`config.mk`:
```
export PLATFORM = sky130hd
export DESIGN_NAME = rx_frame_ctrl
export DESIGN_NICKNAME = d
export VERILOG_FILES = /design/src/rtl/rx_frame_pkg.sv /design/src/rtl/rx_frame_ctrl_timer.sv /design/src/rtl/rx_frame_ctrl.sv
export SDC_FILE = /design/constraint.sdc
export NUM_CORES = 1
export LEC_CHECK = 0
export BUFFER_PORTS_ARGS = -buffer_cell sky130_fd_sc_hd__buf_2
export CORE_MARGIN = 1
export CORE_UTILIZATION = 45
export DETAILED_ROUTE_END_ITERATION = 10
export PLACE_DENSITY = 0.66
export SYNTH_ARGS = -nofsm -noshare
export SYNTH_HDL_FRONTEND = slang
export SYNTH_HIERARCHICAL = 1
export SYNTH_SLANG_ARGS = --single-unit
```
`constraint.sdc`:
```
create_clock -name CLK -period 2.83 [get_ports CLK]
set_input_delay 0.4245 -clock CLK [delete_from_list [all_inputs] [get_ports CLK]]
set_output_delay 0.4245 -clock CLK [all_outputs]
set_load 0.05 [all_outputs]
```
`src/rtl/rx_frame_pkg.sv`:
```
`default_nettype none
// ============================================================================
// Module   : rx_frame_pkg
// Brief    : Shared types and constants for the receive-side frame controller.
//            State enumeration, abort cause codes, default sync marker and the
//            frame checksum helper.
// Config   : RX_CHECKSUM_EN (checksum byte present in the frame)
// Revision : 1.0 - initial release
// ============================================================================
package rx_frame_pkg;

  // Frame controller states
  typedef enum logic [2:0] {
    IDLE  = 3'd0,
    S_CMD = 3'd1,
    S_DH  = 3'd2,
    S_DL  = 3'd3,
    S_CHK = 3'd4
  } rx_state_e;

  // Abort cause codes reported on Err_Code
  localparam logic [1:0] ERR_PARITY   = 2'd1;
  localparam logic [1:0] ERR_TIMEOUT  = 2'd2;
  localparam logic [1:0] ERR_CHECKSUM = 2'd3;

  // Frame start marker
  localparam logic [7:0] DEFAULT_SYNC_BYTE = 8'hA5;

  // 8-bit checksum of the payload, carry discarded
  function automatic logic [7:0] calc_checksum(input logic [7:0] cmd,
                                               input logic [7:0] data_h,
                                               input logic [7:0] data_l);
    return cmd + data_h + data_l;
  endfunction

endpackage
`default_nettype wire

```
`src/rtl/rx_frame_ctrl_timer.sv`:
```
`default_nettype none
// ============================================================================
// Module   : rx_byte_timer
// Brief    : Inter-byte timeout counter. Clears on request, counts while
//            enabled, and flags expiry when the count sits at the last
//            allowed value.
// Config   : none (used by rx_frame_ctrl, see RX_CHECKSUM_EN there)
// Revision : 1.0 - initial release
// ============================================================================
module rx_byte_timer #(
  parameter int TIMEOUT_CYCLES = 50000,
  parameter int TO_W           = 16
) (
  input  logic clk,
  input  logic rst,
  input  logic clear,
  input  logic enable,
  output logic expire
);

  localparam logic [TO_W-1:0] LIMIT = TO_W'(TIMEOUT_CYCLES - 1);

  logic [TO_W-1:0] count;

  // Counter: clear wins over enable so a byte arriving on the expiry cycle resets it
  always_ff @(posedge clk) begin
    if (rst) begin
      count <= '0;
    end else if (clear) begin
      count <= '0;
    end else if (enable) begin
      count <= count + 1'b1;
    end
  end

  assign expire = (count == LIMIT);

endmodule
`default_nettype wire

```
`src/rtl/rx_frame_ctrl.sv`:
```
`default_nettype none
// ============================================================================
// Module   : rx_frame_ctrl
// Brief    : Receive frame controller. Hunts for the sync byte, assembles
//            SYNC/CMD/DATA_H/DATA_L[/CHK] frames, enforces an inter-byte
//            timeout and reports good frames and coded aborts as one-cycle
//            strobes.
// Config   : RX_CHECKSUM_EN - when defined the frame carries a trailing
//            checksum byte and checksum aborts (code 3) become possible.
// Revision : 1.0 - initial release
// ============================================================================
module rx_frame_ctrl
  import rx_frame_pkg::*;
#(
  parameter logic [7:0] SYNC_BYTE      = DEFAULT_SYNC_BYTE,
  parameter int         TIMEOUT_CYCLES = 50000,
  parameter int         TO_W           = 16
) (
  input  logic        CLK,
  input  logic        CLR,
  input  logic [7:0]  Rx_Data,
  input  logic        Rx_Ready,
  input  logic        Rx_Parity_ERR,
  output logic [7:0]  Cmd,
  output logic [15:0] Value,
  output logic        Frame_Valid,
  output logic        Frame_ERR,
  output logic [1:0]  Err_Code,
  output logic [7:0]  Err_Count,
  output logic        Busy
);

  localparam logic [2:0] ST_IDLE = IDLE;
  localparam logic [2:0] ST_CMD  = S_CMD;
  localparam logic [2:0] ST_DH   = S_DH;
  localparam logic [2:0] ST_DL   = S_DL;
`ifdef RX_CHECKSUM_EN
  localparam logic [2:0] ST_CHK  = S_CHK;
`endif

  logic [2:0]  state;
  logic [2:0]  state_n;
  logic        ready_q;
  logic        byte_evt;
  logic        good_byte;
  logic [7:0]  cmd_buf;
  logic [7:0]  dh_buf;
`ifdef RX_CHECKSUM_EN
  logic [7:0]  dl_buf;
  logic [7:0]  chk_sum;
`endif
  logic        timer_clear;
  logic        timer_expire;
  logic        complete;
  logic        abort;
  logic [1:0]  abort_code;
  logic [15:0] new_value;

  // A byte counts once, on the rising edge of the receiver's ready level
  assign byte_evt  = Rx_Ready & ~ready_q;
  assign good_byte = byte_evt & ~Rx_Parity_ERR;
  assign Busy      = (state != ST_IDLE);

`ifdef RX_CHECKSUM_EN
  assign chk_sum = calc_checksum(cmd_buf, dh_buf, dl_buf);
`endif

  // Timer restarts on every byte and is held clear while hunting for sync
  assign timer_clear = byte_evt | (state == ST_IDLE);

  rx_byte_timer #(
    .TIMEOUT_CYCLES (TIMEOUT_CYCLES),
    .TO_W           (TO_W)
  ) u_timer (
    .clk    (CLK),
    .rst    (CLR),
    .clear  (timer_clear),
    .enable (Busy),
    .expire (timer_expire)
  );

  // Next-state decode; parity outranks checksum, a byte outranks the timeout
  always_comb begin
    state_n    = state;
    complete   = 1'b0;
    abort      = 1'b0;
    abort_code = 2'd0;
    new_value  = {dh_buf, Rx_Data};
    case (state)
      ST_IDLE: begin
        if (good_byte && (Rx_Data == SYNC_BYTE)) begin
          state_n = ST_CMD;
        end
      end
      ST_CMD: begin
        if (byte_evt) begin
          if (Rx_Parity_ERR) begin
            abort      = 1'b1;
            abort_code = ERR_PARITY;
          end else begin
            state_n = ST_DH;
          end
        end
      end
      ST_DH: begin
        if (byte_evt) begin
          if (Rx_Parity_ERR) begin
            abort      = 1'b1;
            abort_code = ERR_PARITY;
          end else begin
            state_n = ST_DL;
          end
        end
      end
      ST_DL: begin
        if (byte_evt) begin
          if (Rx_Parity_ERR) begin
            abort      = 1'b1;
            abort_code = ERR_PARITY;
          end else begin
`ifdef RX_CHECKSUM_EN
            state_n = ST_CHK;
`else
            complete = 1'b1;
`endif
          end
        end
      end
`ifdef RX_CHECKSUM_EN
      ST_CHK: begin
        new_value = {dh_buf, dl_buf};
        if (byte_evt) begin
          if (Rx_Parity_ERR) begin
            abort      = 1'b1;
            abort_code = ERR_PARITY;
          end else if (Rx_Data != chk_sum) begin
            abort      = 1'b1;
            abort_code = ERR_CHECKSUM;
          end else begin
            complete = 1'b1;
          end
        end
      end
`endif
      default: begin
        state_n = ST_IDLE;
      end
    endcase

    if ((state != ST_IDLE) && !byte_evt && timer_expire) begin
      abort      = 1'b1;
      abort_code = ERR_TIMEOUT;
    end

    if (abort || complete) begin
      state_n = ST_IDLE;
    end
  end

  // State register and ready-level history for edge detection
  always_ff @(posedge CLK) begin
    if (CLR) begin
      state   <= ST_IDLE;
      ready_q <= 1'b0;
    end else begin
      state   <= state_n;
      ready_q <= Rx_Ready;
    end
  end

  // Payload capture as each field arrives
  always_ff @(posedge CLK) begin
    if (CLR) begin
      cmd_buf <= '0;
      dh_buf  <= '0;
`ifdef RX_CHECKSUM_EN
      dl_buf  <= '0;
`endif
    end else if (good_byte) begin
      if (state == ST_CMD) begin
        cmd_buf <= Rx_Data;
      end
      if (state == ST_DH) begin
        dh_buf <= Rx_Data;
      end
`ifdef RX_CHECKSUM_EN
      if (state == ST_DL) begin
        dl_buf <= Rx_Data;
      end
`endif
    end
  end

  // Result outputs, strobes and saturating abort counter
  always_ff @(posedge CLK) begin
    if (CLR) begin
      Cmd         <= '0;
      Value       <= '0;
      Frame_Valid <= 1'b0;
      Frame_ERR   <= 1'b0;
      Err_Code    <= '0;
      Err_Count   <= '0;
    end else begin
      Frame_Valid <= complete;
      Frame_ERR   <= abort;
      if (complete) begin
        Cmd   <= cmd_buf;
        Value <= new_value;
      end
      if (abort) begin
        Err_Code <= abort_code;
        if (Err_Count != 8'hFF) begin
          Err_Count <= Err_Count + 8'd1;
        end
      end
    end
  end

endmodule
`default_nettype wire
```
Word-level counts from Yosys, hierarchy flattened
Cells that the tools add are included.

Register bits: 72. Input port bits: 12.

$add $sub $neg: 2. Eq/ne operators: 11. Muxes and demuxes: 17. Bitwise operators: 6. Reductions and logical operators: 14.

Operator list (count): $add A16 B1 Y16 const B (1); $eq A16 B16 Y1 const B (1); $mux W3 (5); $pmux W3 S4 (1); $mux W1 (10); $add A8 B1 Y8 const B (1); $eq A8 B8 Y1 const B (1); $ne A2 B2 Y1 const B (4); $ne A8 B8 Y1 const B (1); $eq A3 B2 Y1 const B (2); $reduce_and A2 Y1 (3); $reduce_and A6 Y1 (1); $reduce_or A2 Y1 (2); $eq A3 B1 Y1 const B (1); $logic_and A1 B1 Y1 (3); $logic_not A3 Y1 (1); $not A1 Y1 (3); $reduce_bool A3 Y1 (1); $reduce_or A3 Y1 (1); $and A1 B1 Y1 (2); $mux W2 (1); $ne A2 B1 Y1 const B (1); $logic_not A1 Y1 (1); $logic_or A1 B1 Y1 (1); $or A1 B1 Y1 (1).

Longest topological paths before layout
Gate-level depths: netlist of the first run.

Word-level depth: 8. Mapped depth: 9. Depth with buffers taken out: 8.

Hierarchy
Netlist of the first run, hierarchy kept.

Modules (own cells, without submodules): rx_frame_ctrl (instances 1, cells an instance 219, area an instance 2123.3 um2); rx_byte_timer (instances 1, cells an instance 87, area an instance 779.5 um2).

Least setup slack after synthesis of the first run
Ideal clock, no wire load.

Path kind: reg2reg. From: register u_timer.count[10]. To: register Err_Count[5]. Library setup time: 0.121 ns. Arrival: 2.290 ns. Path slack: 0.419 ns. Cell stages (with the launch flop): 8. Clock period less this slack: 2.411 ns. Path through: dfxtp_1 -> or4_1 -> nor4_1 -> inv_1 -> o31a_1 -> buf_6 -> nor4_1 -> mux2_2.

Word-level cells in the longest chain between the ends: 4.

RTL lines: start: declaration (RTL line rx_frame_ctrl_timer.sv:23) `logic [TO_W-1:0] count;`; start signal: assignment (RTL line rx_frame_ctrl_timer.sv:32) `count <= count + 1'b1;`; $eq A16 B16 Y1 (RTL line rx_frame_ctrl_timer.sv:36) `assign expire = (count == LIMIT);`; named net timer_expire (RTL line rx_frame_ctrl.sv:53) `logic timer_expire;`; $logic_and A1 B1 Y1 (RTL line rx_frame_ctrl.sv:150) `if ((state != ST_IDLE) && !byte_evt && timer_expire) begin`; $mux W1 (RTL line rx_frame_ctrl.sv:150); $reduce_and A2 Y1 (no line); end signal: assignment (RTL line rx_frame_ctrl.sv:213) `Err_Count <= Err_Count + 8'd1;`; end: declaration (RTL line rx_frame_ctrl.sv:29) `output logic [7:0] Err_Count,`.

The timed path passes the listed nets, and every way through them passes these cells. A chain may end at the register's enable or synchronous reset.

Worst setup path after layout of the first run
Same ends and word-level chain as after synthesis.

==> results of run 1 <==
[stage by stage]
stage	instance area, um2	utilization, %
2_1_floorplan	2903	-
3_3_place_gp	3181	52.48
3_5_place_dp	3181	52.48
4_1_cts	3401	56.11
5_1_grt	3407	56.21
6_report	3407	56.21
[path summary, 6_finish.rpt]
path                                                      from                   endpoint  slack, ns  depth (start not counted)
worst max-delay path            u_timer/count[10]$_SDFFE_PP0P_  Err_Count[5]$_SDFFE_PP0P_       0.21                          6
worst min-delay path                                Rx_Data[7]      Value[7]$_SDFFE_PP0P_       0.34                          2
worst max register to register  u_timer/count[10]$_SDFFE_PP0P_  Err_Count[5]$_SDFFE_PP0P_       0.21                          6
worst min register to register         cmd_buf[7]$_SDFFE_PP0P_    cmd_buf[7]$_SDFFE_PP0P_       0.45                          2
[repair_timing]
action,4_1_cts,5_1_grt
resized for setup,0,1
endpoints found under the setup margin,0,2
setup buffers,0,0
[layout make-up]
cell class,instances,area [um2],share of cell area [%]
clock inverter,6,92.59,2.718
sequential,71,1421,41.72
timing repair buffer,51,262.8,7.712
multi-input combinational,210,1371,40.25
inverter,10,37.54,1.102
tap,75,93.84,2.754
clock buffer,10,127.6,3.746
[placed cells by master, fill, tap and decap left out, drive strengths merged, types with 2 or more instances in the layout]
cell      instances
nor3b             2
a22o             24
nor2b             4
dfxtp            71
nand4             3
nor3              5
ha                8
or3               4
mux2              2
nor4              5
o31ai             3
bufinv            2
and4              2
a31oi             3
nand2            45
nor4bb            2
xor2              2
buf              51
nand3            10
and2              3
mux2i             3
nor2             24
inv              12
xnor2             6
clkbuf           10
clkinvlp          2
a21oi            27
a31o              3
or4               4
a41o              2
o21ai             4
[flip-flops by register name, indices dropped and copies added (netlist names)]
name / cells
Value: 16
Frame_Valid: 1
Cmd: 8
dh_buf: 8
u_timer/count: 16
ready_q: 1
Err_Code: 2
cmd_buf: 8
Frame_ERR: 1
state: 2
Err_Count: 8
[report_power, final]
group | total, mW | switching, mW | internal [mW]
Sequential | 1.00 | 0.00297 | 1.00
Clock | 0.888 | 0.385 | 0.502
Combinational | 0.0667 | 0.0462 | 0.0205
Total | 1.96 | 0.435 | 1.52
[per-layer routing]
| metal | vias up | wire (um) |
|---|---|---|
| met5 | - | 0 |
| met4 | 0 | 80 |
| met2 | 58 | 2538 |
| li1 | 1192 | - |
| met3 | 11 | 347 |
| met1 | 1099 | 2731 |
[logic make-up after synthesis]
family | share of synthesized area [%]
flip-flops | 48.97
AND/OR/NAND/NOR | 22.07
AO/OA/AOI/OAI | 17.28
buffers and inverters | 4.009
XOR/XNOR | 2.414
adder cells (fa/ha/maj) | 3.448
multiplexers | 1.810
==> impl_metrics.py, run 1 <==
metrics = {
    "floorplanning": {
        "rows": 28,
        "coreArea_mm2": 0.006061,
        "boundaryPins": 49,
        "initial_core_util_pct": 47.89,
        "die_y_um": 82.32,
        "die_w_um": 82.32,
        "die-area_mm2": 0.006776,
    },
    "routing": {
        "vias": 2360,
        "drt_pre_antenna_iters": 4,
        "postRouteAntennaNets": 0,
        "drt_iter0_drc": 115,
        "drt_wl_total_um": 5699,
        "routedWlPerCell_um": 13.16,
        "drc": 0,
        "viasPerCell": 5.450,
    },
    "yosys": {
        "synth_seq_cells": 71,
        "synth_common_cells": "71 x dfxtp_1, 44 x nand2_1, 27 x a21oi_1",
        "synth_area_leader_cell": "dfxtp_1",
        "ys_seq_area_share_pct": 48.97,
        "ys_top_cells_by_area": "dfxtp_1 49%, a22o_1 7.2%, nand2_1 5.7%",
        "yosysWarnings": 6,
        "async_reset_ff_share_pct": 0,
        "yosysTopAreaCellShare_pct": 48.97,
        "synth-edff-count": 0,
        "ys.flop_type": "dfxtp_1",
        "netlist_area_mm2": 0.002903,
        "avgSynthCellArea_um2": 9.486,
        "synth_cell_types": 49,
        "syn_inst": 306,
        "yosysMostFrequentCell": "dfxtp_1",
        "synth_fp_nets": 326,
    },
    "cts": {
        "clk_pin_slew_ns": 0.08,
        "cts_tree": "built",
        "cts_num_sinks": 71,
        "cts_root_buf": "clkbuf_8",
        "cts_buffers": 9,
        "cts_hold_buf": 0,
        "clock_path_buffers": 2,
        "clkLatencyLatePin_ns": 0.35,
        "h-tree-depth": 3,
    },
    "sta": {
        "hold_violations": 0,
        "fmax_ghz": 0.3820,
        "grt_setup_unrepaired": "false",
        "hold_ws_ns": 0.3409,
        "worstMarginPinSlew_ns": 0.6671,
        "finalCritPeriodShare_pct": 92.51,
        "fin_skew_ns": 0.006487,
        "fin_crit_ns": 2.618,
        "tns_ns": 0,
        "report.final.slew_viol_count": 0,
        "max_slew_margin_pct": 55.43,
        "setup_violations": 0,
        "worst_slack_ns": 0.2119,
    },
    "critical_path": {
        "cp_slowest_cell": "or4_1",
        "critPathArrivalTime_ns": 2.85,
        "critPathKind": "reg -> reg",
        "slowest_delay_ns": 0.54,
        "cp_data_required_time_ns": 3.06,
        "endpoint_kind": "flip-flop",
        "crit_fanout": 19,
        "crit_chain": "or4_1 -> nor4_2 -> inv_1 -> o31a_1 -> nor4_1 -> mux2_2",
        "critPathTopFamily": "simple AND/OR/NAND/NOR gates",
        "cp-start-kind": "flip-flop",
        "worst-path-buf-inv": 1,
    },
    "global_route": {
        "antenna_found_initial": 0,
        "grt_pass1_wl_um": 9377,
        "use_met1_pct": 22.21,
        "grt_max_degree": 35,
        "busiest_layer": "met2",
        "use_met3_pct": 7.363,
        "grt-ovfl-total": 0,
        "grt_pass1_vias": 2070,
        "grt_usage_pct": 18.75,
        "grt_util_met2_pct": 30.41,
    },
    "cells_and_area": {
        "nets": 373,
        "layout-drive-gt1-share_pct": 23.18,
        "flow.area_growth_from_synthesis_pct": 17.37,
        "n_antenna_cell": 0,
        "fin_cells": 433,
        "fill_cells": 581,
    },
    "pwr": {
        "p_leak_nw": 1.380,
        "power_density_mw_per_mm2": 574.8,
        "p_total_mw": 1.958,
        "ir_worst_vdd_uv": 537.0,
    },
    "place": {
        "placed_cells": 417,
        "dp_hpwl_um": 3890,
        "port-buffer-count": 48,
        "place_congestion": 0.7650,
        "dp_slack_ns": 0.1446,
    },
    "min_path": {
        "hp-class": "in -> reg",
    },
    "status": {
        "status": "finished, final reports clean",
    },
    "job": {
        "cap_violations": 0,
    },
}
Power figures use the tool's default switching activity.
==> run 2: changes to the inputs <==
--- a/config.mk
+++ b/config.mk
@@ -6,10 +6,12 @@
 export NUM_CORES = 1
 export LEC_CHECK = 0
 export BUFFER_PORTS_ARGS = -buffer_cell sky130_fd_sc_hd__buf_2
+export CAP_MARGIN = 30
 export CORE_MARGIN = 1
 export CORE_UTILIZATION = 45
 export DETAILED_ROUTE_END_ITERATION = 10
 export PLACE_DENSITY = 0.66
+export RECOVER_POWER = 50
 export SYNTH_ARGS = -nofsm -noshare
 export SYNTH_HDL_FRONTEND = slang
 export SYNTH_HIERARCHICAL = 1
==> impl_metrics.py, run 2 (synthesized netlist as in run 1, its figures left out) <==
metrics = {
    "status": {
        "status": "finished, final reports clean",
    },
    "critical_path": {
        "r2r_slack_ns": 0.23,
        "crit_chain": "or4_1 -> nor4_2 -> inv_1 -> o31a_1 -> nor4_1 -> mux2_2",
        "ff2ff_path_depth": 6,
        "cp_slowest_cell": "or4_1",
        "crit_fanout": 19,
        "worst-path-buf-inv": 1,
        "reg2reg_to": "Err_Count[5]$_SDFFE_PP0P_",
        "r2r_start": "u_timer/count[10]$_SDFFE_PP0P_",
        "crit_start": "u_timer/count[10]$_SDFFE_PP0P_",
        "critPathArrivalTime_ns": 2.84,
        "crit_cells": 6,
        "critPathTopFamily": "simple AND/OR/NAND/NOR gates",
        "slowest_delay_ns": 0.54,
        "cp-start-kind": "flip-flop",
        "endpoint_kind": "flip-flop",
        "endpoint": "Err_Count[5]$_SDFFE_PP0P_",
        "critPathKind": "reg -> reg",
        "cp_data_required_time_ns": 3.06,
    },
    "sta": {
        "worstMarginPinSlew_ns": 1.448,
        "hold_violations": 0,
        "fin_skew_ns": 0.006238,
        "hold_ws_ns": 0.3414,
        "fmax_ghz": 0.3841,
        "setup_violations": 0,
        "tns_ns": 0,
        "finalCritPeriodShare_pct": 92.00,
        "grt_setup_unrepaired": "false",
        "report.final.slew_viol_count": 0,
        "fin_crit_ns": 2.604,
        "max_slew_margin_pct": 3.451,
    },
    "cts": {
        "cts_num_sinks": 71,
        "h-tree-depth": 3,
        "clk_pin_slew_ns": 0.08,
        "cts_tree": "built",
        "clkLatencyLatePin_ns": 0.34,
        "cts_buffers": 9,
        "clock_path_buffers": 2,
        "cts_root_buf": "clkbuf_8",
        "cts_hold_buf": 0,
    },
    "routing": {
        "viasPerCell": 5.448,
        "drc": 0,
        "drt_iter0_drc": 110,
        "postRouteAntennaNets": 0,
        "vias": 2359,
        "routedWlPerCell_um": 13.20,
        "drt_pre_antenna_iters": 4,
        "drt_wl_total_um": 5715,
    },
    "cells_and_area": {
        "design_area_mm2": 0.003357,
        "flow.area_growth_from_synthesis_pct": 15.65,
        "layout-drive-gt1-share_pct": 12.57,
        "top_regs": "Value x16, u_timer/count x16",
        "nets": 373,
        "final_cell_mix": "71 x dfxtp_1, 44 x nand2_1, 39 x clkbuf_1",
        "final_common_cell": "dfxtp_1",
        "n_antenna_cell": 0,
    },
    "global_route": {
        "grt_usage_pct": 18.75,
        "grt_pass1_vias": 2070,
        "grt-ovfl-total": 0,
        "grt_pass1_wl_um": 9377,
        "grt_max_degree": 35,
        "antenna_found_initial": 0,
    },
    "place": {
        "place_congestion": 0.7650,
        "placed_cell_area_mm2": 0.003181,
        "port-buffer-count": 48,
        "dp_hpwl_um": 3890,
    },
    "job": {
        "cap_violations": 0,
    },
    "min_path": {
        "whs_path_depth": 2,
        "hp-class": "in -> reg",
    },
    "floorplanning": {
        "coreArea_mm2": 0.006061,
        "rows": 28,
        "boundaryPins": 49,
        "die-area_mm2": 0.006776,
        "die_w_um": 82.32,
        "die_y_um": 82.32,
        "initial_core_util_pct": 47.89,
    },
    "pwr": {
        "power_density_mw_per_mm2": 583.3,
        "p_leak_nw": 1.214,
        "ir_worst_vdd_uv": 538.8,
    },
}
[run 2: cell type report]
class / instances / area (um2)
Multi-Input combinational cell: 210 / 1371
Clock inverter: 6 / 92.59
Inverter: 10 / 37.54
Sequential cell: 71 / 1421
Timing Repair Buffer: 51 / 212.7
Tap cell: 75 / 93.84
Fill cell: 597 / 2704
Clock buffer: 10 / 127.6
[run 2: through the flow]
| step | total power [mW] | worst slack, ns | utilization (%) | cells |
|---|---|---|---|---|
| floorplan | 1.069 | 0.4192 | - | 306 |
| global placement | 1.095 | 0.2284 | 52.48 | 417 |
| detailed placement | 1.095 | 0.1446 | 52.48 | 417 |
| CTS | 1.981 | 0.1226 | 56.11 | 433 |
| global route | 2.032 | 0.07343 | 55.39 | 433 |
| finish | 1.958 | 0.2263 | 55.39 | 433 |
[run 2: worst min path at each step]
| stage | start | endpoint | slack, ns |
|---|---|---|---|
| after detailed placement | cmd_buf[7]$_SDFFE_PP0P_ | cmd_buf[7]$_SDFFE_PP0P_ | 0.45 |
| after floorplan | cmd_buf[0]$_SDFFE_PP0P_ | cmd_buf[0]$_SDFFE_PP0P_ | 0.44 |
| final | Rx_Data[7] | Value[7]$_SDFFE_PP0P_ | 0.34 |
| after CTS | Rx_Data[7] | Value[7]$_SDFFE_PP0P_ | 0.32 |
| after global routing | Rx_Data[5] | Value[5]$_SDFFE_PP0P_ | 0.32 |
| after global placement | cmd_buf[7]$_SDFFE_PP0P_ | cmd_buf[7]$_SDFFE_PP0P_ | 0.44 |
[run 2: repair_timing]
action	4_1_cts	5_1_grt
endpoints found under the setup margin	0	2
gates resized for setup	0	1
setup buffers	0	0
[run 2: power breakdown]
part	switching, mW	internal, mW	leakage (nW)	total [mW]
clock network	0.385	0.502	0.104	0.887
registers	0.00299	1.00	0.572	1.00
logic	0.0461	0.0203	0.538	0.0664
total	0.434	1.52	1.21	1.96
[run 2: worst reg2reg max path, cell delays in order, from the launching register on]
cell and delay, ns:
dfxtp_1 0.37, or4_1 0.54, nor4_2 0.31, inv_1 0.08, o31a_1 0.47, nor4_1 0.36
mux2_2 0.37
[run 2: per-layer routing]
layer | routed length, um | track usage, % | vias to the layer above
li1 | - | - | 1190
met1 | 2716 | 22.21 | 1097
met2 | 2531 | 30.41 | 61
met3 | 381 | 7.363 | 11
met4 | 85 | 7.193 | 0
met5 | 0 | 0 | -
